==> src/rtl/jit_pkg.sv <==
// Shared constants for the JIT result-stream reduction stages.
package jit_pkg;

    localparam logic [3:0] OP_XOR = 4'd0;
    localparam logic [3:0] OP_SUM = 4'd1;
    localparam logic [3:0] OP_MAX = 4'd2;
    localparam logic [3:0] OP_MIN = 4'd3;
    localparam logic [3:0] OP_CNZ = 4'd4;

    typedef enum logic [2:0] {
        S_IDLE = 3'b001,
        S_ACC  = 3'b010,
        S_EMIT = 3'b100
    } state_t;

    localparam int ARG3_OP_LSB  = 0;
    localparam int ARG3_OP_MSB  = 3;
    localparam int ARG3_WIN_LSB = 8;
    localparam int ARG3_WIN_MSB = 15;

endpackage

==> src/rtl/jit_reduce_alu.sv <==
// Combinational reduction step: folds one data word into the accumulator.
module jit_reduce_alu
    import jit_pkg::*;
#(
    parameter int DATA_W = 32
) (
    input  logic [3:0]        op,
    input  logic [DATA_W-1:0] acc,
    input  logic [DATA_W-1:0] data,
    input  logic              first,
    output logic [DATA_W-1:0] next_acc
);

    logic nz;

    // First beat of a window seeds the accumulator; later beats combine with it.
    always_comb begin
        nz       = (data != '0);
        next_acc = acc + data;
        if (first) begin
            next_acc = (op == OP_CNZ) ? {{(DATA_W-1){1'b0}}, nz} : data;
        end else begin
            case (op)
                OP_XOR:  next_acc = acc ^ data;
                OP_MAX:  next_acc = ($signed(acc) > $signed(data)) ? acc : data;
                OP_MIN:  next_acc = ($signed(acc) < $signed(data)) ? acc : data;
                OP_CNZ:  next_acc = (nz && (acc != '1)) ? acc + {{(DATA_W-1){1'b0}}, 1'b1} : acc;
                default: next_acc = acc + data;
            endcase
        end
    end

endmodule

==> src/rtl/jit_stream_reduce.sv <==
// Windowed reduction of the JIT result stream into an AXI-stream master.
//
//  state  | meaning
//  -------+---------------------------------------------------------
//  IDLE   | waiting for input valid with a nonzero run length
//  ACC    | accepting beats, folding them into the accumulator
//  EMIT   | presenting one result word until downstream takes it
module jit_stream_reduce
    import jit_pkg::*;
#(
    parameter int DATA_W = 32,
    parameter int LEN_W  = 32
) (
    input  logic              ap_clk,
    input  logic              ap_rst_n,
    input  logic              sI1_V_TVALID,
    output logic              sI1_V_TREADY,
    input  logic [DATA_W-1:0] sI1_V_TDATA,
    output logic              mO1_V_TVALID,
    input  logic              mO1_V_TREADY,
    output logic [DATA_W-1:0] mO1_V_TDATA,
    input  logic [15:0]       arg1_V,
    input  logic [15:0]       arg2_V,
    input  logic [15:0]       arg3_V,
    output logic              busy,
    output logic              done
);

    state_t            state, state_nxt;
    logic [LEN_W-1:0]  len_q, run_cnt, win_cnt;
    logic [7:0]        win_q;
    logic [3:0]        op_q;
    logic [DATA_W-1:0] acc_q, res_q, next_acc;
    logic              last_flag;

    logic [LEN_W-1:0]  arg_len;
    logic              start, beat, run_end, win_end, close_win;
    logic              unused_arg3;

    assign arg_len     = LEN_W'({arg1_V, arg2_V});
    assign unused_arg3 = ^arg3_V[7:4];
    assign start       = (state == S_IDLE) && sI1_V_TVALID && (arg_len != '0);
    assign beat        = (state == S_ACC) && sI1_V_TVALID;
    assign run_end     = (run_cnt == len_q - LEN_W'(1));
    assign win_end     = (win_q != 8'd0) &&
                         (win_cnt == {{(LEN_W-8){1'b0}}, win_q} - LEN_W'(1));
    assign close_win   = beat && (run_end || win_end);
    assign mO1_V_TDATA = res_q;

    jit_reduce_alu #(.DATA_W(DATA_W)) u_alu (
        .op       (op_q),
        .acc      (acc_q),
        .data     (sI1_V_TDATA),
        .first    (win_cnt == '0),
        .next_acc (next_acc)
    );

    // State register.
    always_ff @(posedge ap_clk or negedge ap_rst_n) begin
        if (!ap_rst_n) state <= S_IDLE;
        else           state <= state_nxt;
    end

    // Next-state and handshake outputs, all decoded from state.
    always_comb begin
        state_nxt    = state;
        sI1_V_TREADY = 1'b0;
        mO1_V_TVALID = 1'b0;
        busy         = (state != S_IDLE);
        done         = 1'b0;
        case (state)
            S_IDLE: if (start) state_nxt = S_ACC;
            S_ACC: begin
                sI1_V_TREADY = 1'b1;
                if (close_win) state_nxt = S_EMIT;
            end
            S_EMIT: begin
                mO1_V_TVALID = 1'b1;
                if (mO1_V_TREADY) begin
                    done      = last_flag;
                    state_nxt = last_flag ? S_IDLE : S_ACC;
                end
            end
            default: state_nxt = S_IDLE;
        endcase
    end

    // Run configuration, counters, accumulator and result register.
    always_ff @(posedge ap_clk or negedge ap_rst_n) begin
        if (!ap_rst_n) begin
            len_q     <= '0;
            win_q     <= '0;
            op_q      <= '0;
            run_cnt   <= '0;
            win_cnt   <= '0;
            acc_q     <= '0;
            res_q     <= '0;
            last_flag <= 1'b0;
        end else begin
            case (state)
                S_IDLE: if (start) begin
                    len_q     <= arg_len;
                    win_q     <= arg3_V[ARG3_WIN_MSB:ARG3_WIN_LSB];
                    op_q      <= arg3_V[ARG3_OP_MSB:ARG3_OP_LSB];
                    run_cnt   <= '0;
                    win_cnt   <= '0;
                    acc_q     <= '0;
                    last_flag <= 1'b0;
                end
                S_ACC: if (beat) begin
                    acc_q   <= next_acc;
                    run_cnt <= run_cnt + LEN_W'(1);
                    win_cnt <= win_cnt + LEN_W'(1);
                    if (close_win) begin
                        res_q     <= next_acc;
                        last_flag <= run_end;
                    end
                end
                S_EMIT: if (mO1_V_TREADY && !last_flag) win_cnt <= '0;
                default: ;
            endcase
        end
    end

endmodule

==> config.mk <==
export PLATFORM = sky130hd
export DESIGN_NAME = jit_stream_reduce
export DESIGN_NICKNAME = d
export VERILOG_FILES = /design/src/rtl/jit_pkg.sv /design/src/rtl/jit_reduce_alu.sv /design/src/rtl/jit_stream_reduce.sv
export SDC_FILE = /design/constraint.sdc
export NUM_CORES = 1
export LEC_CHECK = 0
export BUFFER_PORTS_ARGS = -buffer_cell sky130_fd_sc_hd__buf_2
export CAP_MARGIN = 30
export CORE_ASPECT_RATIO = 1.25
export CORE_MARGIN = 10
export CORE_UTILIZATION = 50
export DETAILED_ROUTE_END_ITERATION = 6
export PLACE_DENSITY = 0.69
export SYNTH_ARGS = -nofsm -noshare
export SYNTH_HDL_FRONTEND = slang
export SYNTH_SLANG_ARGS = --single-unit
export TNS_END_PERCENT = 5
==> constraint.sdc <==
create_clock -name ap_clk -period 4.17 [get_ports ap_clk]
set_clock_uncertainty 0.1 [all_clocks]
set_input_delay 0.834 -clock ap_clk [delete_from_list [all_inputs] [get_ports ap_clk]]
set_output_delay 0.834 -clock ap_clk [all_outputs]
set_load 0.05 [all_outputs]
== After elaboration in Yosys (flattened, before gate mapping) ==
Index checks and enable logic that the tools add are counted.
Cells by class
  add/sub/neg operators: 6
  $lt $le $gt $ge: 2
  equality and inequality tests: 15
  multiplexer cells: 27
  bitwise logic cells: 1
  reductions and logical operators: 22
Operators by type and width (number)
  $mux W32: 10
  $pmux W32 S2: 2
  $pmux W32 S4: 1
  $add A32 B1 Y32 const B: 3
  $pmux W32 S3: 1
  $eq A32 B32 Y1: 2
  $reduce_bool A32 Y1: 2
  $add A32 B32 Y32: 1
  $gt A32 B32 Y1: 1
  $logic_not A32 Y1: 1
  $lt A32 B32 Y1: 1
  $ne A32 B32 Y1 const B: 1
  $sub A32 B1 Y32 const B: 1
  $xor A32 B32 Y32: 1
  $ne A2 B2 Y1 const B: 5
  $mux W3: 3
  $pmux W3 S3: 1
  $reduce_and A3 Y1: 3
  $sub A8 B1 Y9 const B: 1
  $eq A4 B2 Y1 const B: 2
  $reduce_and A4 Y1: 2
  $reduce_bool A8 Y1: 1
  $logic_and A1 B1 Y1: 7
  $mux W1: 7
  13 further kinds: 13
Word-level totals
  bits in registers: 176
  output and inout port bits: 36
  word-level logic and storage cells: 82

== Logic depth before layout (Yosys ltp) ==
  word-level depth: 8
  depth in mapped cells: 16
  gate-level depth less buffers: 12

== Cells and area by module ==
A second synthesis with hierarchy kept.
Unflattened totals
  cell total of the unflattened synthesis: 1676
  area total of the unflattened synthesis: 14485.1 um^2
Modules (own cells, without submodules)
  jit_stream_reduce: times used 1, cells each 871, area an instance 9243.9 um^2, sequential area each 4405.5 um^2
  jit_reduce_alu: times used 1, cells each 805, area an instance 5241.3 um^2, sequential area each 0.0 um^2

== Least setup slack after synthesis ==
No wires, ideal clock.
  path type: input-to-reg
  start: input sI1_V_TDATA[28]
  end: register res_q[9], in the netlist mO1_V_TDATA[9]
  setup time: 0.125 ns
  data arrival time: 3.616 ns
  data required time: 3.945 ns
  slack: 0.329 ns
  stages: 15
  buffers on the path: 3
  cells stage by stage: inv_1 -> ha_1 -> clkbuf_1 -> nand4_1 -> nor3_1 -> nand2_1 -> o31a_1 -> a31oi_1 -> buf_2 -> buf_4 -> nor2_1 -> a311oi_1 -> o21ai_0 -> a32o_1 -> mux2_4
On the way
  cells in the longest elaborated chain, start to end: 5
Ends and longest elaborated chain
  start, declared: RTL line jit_stream_reduce.sv:18  | input logic [DATA_W-1:0] sI1_V_TDATA,
  branches (longest 3 deep; another with $lt A32 B32 Y1)
  $pmux W32 S4 *: RTL line jit_reduce_alu.sv:23  | case (op)
  $mux W32 *: RTL line jit_reduce_alu.sv:20  | if (first) begin
  end signal, assigned: RTL line jit_stream_reduce.sv:115  | res_q <= next_acc;
  end, declared: RTL line jit_stream_reduce.sv:33  | logic [DATA_W-1:0] acc_q, res_q, next_acc;
Every way passes the cells marked *.
A chain may end at the register's enable or synchronous reset.

== Worst setup path in the final report ==
  start: input sI1_V_TDATA[2]
  end: register res_q[30], in the netlist mO1_V_TDATA[30]
Same word-level chain as after synthesis.

==> run summary <==
Area after DPL -> 16700 um2
Final ANT Viol Nets -> 0
CTS Buffer Depth -> 2
Yosys reg bits -> 176
Post-route DRC -> 0
unrepaired setup endpoints after global routing -> true
layout cells sized above 1 -> 21.7%
Post-CTS Setup Inserts -> 0
initial antenna violation count -> 3
DIE WIDTH -> 171 um
Min Hold Slack -> 0.268 ns
RePlAce Congestion -> 0.977
Mapped Area -> 14300 um2
cell family with most CP delay -> compound AO/OA/AOI/OAI gates
Critical Path RT -> 4.39 ns
initial DRC count -> 1370
Leak -> 7.93 nW
ranking of synthesized cells by area -> dfrtp_1, ha_1, a21oi_1
worst setup margin -> 0.158 ns
Hold Fails Final Rpt -> 0
post-DP HPWL -> 38600 um
CTS tree -> done
clk root buf -> clkbuf_16
Slew HR -> 27.4%
Total Nets Final -> 2205
Core Footprint -> 28300 um2
Max stage delay on crit path -> 0.94 ns
Post-Syn Instances -> 1788
Syn Nets -> 1943
Inserted Clock Buffers -> 17
power density over the cells -> 623 nW/um2
gr usage total -> 28.2%
CP endpoint kind -> register
Initial Util -> 50.6%
first-pass GRT wire length -> 80400 um
R2R setup slack -> 0.19 ns
crit-path max FO -> 6
crit path kind -> in -> reg
status -> completed
grt ovf -> 0
area grow syn2layout -> 20.9%
Worst-path clk slew -> 0.07 ns
Arr. time, crit path -> 4.23 ns
ys flop type -> dfrtp_1
Vert. Die Dim -> 209 um
Mean Syn Cell Area -> 8.01 um2
EDFF count, synth -> 0
area leader, netlist -> dfrtp_1
slowest CP cell -> a2111oi_0
num rows -> 69
vias in the first global route -> 14.7k
Setup-failing EPs final -> 0
Critical Path Start Type -> primary input
CP Cell Sequence -> buf_2, inv_1, ha_1, buf_4, nor2b_1, o21ai_0, buf_4, a2111oi_0, nor4_2, o31ai_1, buf_4, a211oi_1, xnor2_1, nor2_1, o21ai_0, o21ai_0
Via density -> 6.17
H-tree levels -> 4
Max-Cap Viols -> 0
maximum vdd drop -> 0.347 mV
io pins -> 120
Hold Crit Class -> in -> async
Yosys top cell area share -> 30.6%
DR WL/cell -> 21.1 um
die area -> 35900 um2
largest net degree at the start of global routing -> 78
post-place setup slack -> -0.253 ns
Buffers on Ports -> 115
vias -> 14.9k
worst skew pair latency -> 0.46 ns
Design Area, Final -> 17300 um2
drt pass-1 iters -> 6
Peak Freq -> 249 MHz
max-slew violation count -> 0
Final period util -> 96.2%
Buf/Inv on CP -> 5
register area share after synthesis -> 30.8%
Routed WL -> 51100 um
Yosys Warn Count -> 0
final core occ -> 61.2%
async set-reset flop share out of synthesis -> 100%
clock sink total -> 176
crit path time final -> 4.01 ns
Slew @ Worst Pin -> 1.06 ns
synth unique cells -> 83
==> stage by stage <==
stage	setup TNS, ns	power [mW]	cells
floorplan	0	6.45	1788
global placement	-2.70	8.76	2386
detailed placement	-3.13	8.88	2386
CTS	0	10.7	2418
global route	-0.0168	11.5	2418
finish	0	10.8	2419
==> power breakdown <==
group          internal [mW]  switching (mW)  total, mW
sequential              2.10           0.565       2.66
clock                  0.916           0.841       1.76
combinational           2.67            3.71       6.37
total                   5.68            5.11       10.8
==> metal layers <==
layer / up-vias / GRT usage (%) / routed length, um
li1: 7000 / - / -
met2: 592 / 47.5 / 24600
met5: - / 0 / 34
met1: 7203 / 33.7 / 20400
met4: 4 / 13.4 / 2470
met3: 137 / 5.67 / 3630
==> final timing paths <==
check	cells past startpoint	from	end
worst max register to register	12	len_q[0]	mO1_V_TDATA[28]
worst min register to register	2	mO1_V_TDATA[20]	mO1_V_TDATA[20]
min in group ap_clk	2	mO1_V_TDATA[20]	mO1_V_TDATA[20]
worst min-delay path	1	ap_rst_n	mO1_V_TDATA[18]
worst max-delay path	16	sI1_V_TDATA[2]	mO1_V_TDATA[30]
max in group asynchronous	2	ap_rst_n	mO1_V_TDATA[2]
==> sequential cells by signal, summed over array words and instances (netlist names) <==
| signal | cells |
|---|---|
| len_q | 32 |
| win_cnt | 32 |
| state | 3 |
| op_q | 4 |
| run_cnt | 32 |
| acc_q | 32 |
| win_q | 8 |
| last_flag | 1 |
| mO1_V_TDATA | 32 |
==> timing repair <==
item | CTS | global route
setup endpoints to repair | 0 | 6
gates resized for setup | 0 | 2
hold buffers | 0 | 0
hold endpoints to repair | 0 | 0
==> cell type report <==
type | instances | area [um2]
diodes | 1 | 2.50
fillers | 2579 | 11000
repair buffers | 336 | 2270
multi-input cells | 1438 | 9270
flip-flops and latches | 176 | 4410
well taps | 355 | 444
clock buffers | 17 | 425
clock inverters | 15 | 200
inverters | 81 | 304
==> Yosys cell counts (30+ instances only) <==
| cell type | number |
|---|---|
| nor2_1 | 166 |
| mux2_2 | 42 |
| clkbuf_1 | 76 |
| nand4_1 | 33 |
| xnor2_1 | 63 |
| ha_1 | 70 |
| xor2_1 | 58 |
| nand3_1 | 68 |
| dfrtp_1 | 175 |
| nor4_1 | 43 |
| inv_1 | 81 |
| a21oi_1 | 147 |
| o21ai_0 | 134 |
| nor3_1 | 40 |
| or3_1 | 30 |
| nand2_1 | 194 |
==> cells by family (layout without fill, tap and decap cells) <==
family / after synthesis / in the layout / share of synthesized area, %
AOI/OAI and AO/OA: 479 / 479 / 20.7
muxes: 67 / 67 / 5.22
adders and majority gates: 71 / 71 / 6.25
DFF: 176 / 176 / 30.8
buffers and inverters: 174 / 449 / 4.87
xor gates and xnor gates: 121 / 121 / 7.40
other: 0 / 1 / 0
and+or+nand+nor: 700 / 700 / 24.8
==> layout by cell type, fill, tap and decap left out, types with 9 or more instances in the layout <==
cell type,instances
nand4_1,33
o211ai_1,10
o21ai_0,133
nand3b_1,9
nand3_1,68
nor3_1,40
and3_1,24
dfrtp_1,175
a211oi_1,12
buf_4,219
a21o_1,13
and2_1,14
and4_1,9
xnor2_1,63
o22ai_1,13
mux2_2,42
o21ai_1,12
xor2_1,58
or3_1,30
mux2i_1,20
a31oi_1,15
buf_2,114
ha_1,70
nor4_1,42
o31ai_1,12
clkbuf_16,17
o21bai_1,9
nor2b_1,19
nor2_1,166
nand2_1,194
inv_1,81
a21oi_1,146
o221ai_1,10
a221oi_1,12
Note: power is estimated with default switching activity, not from simulation.
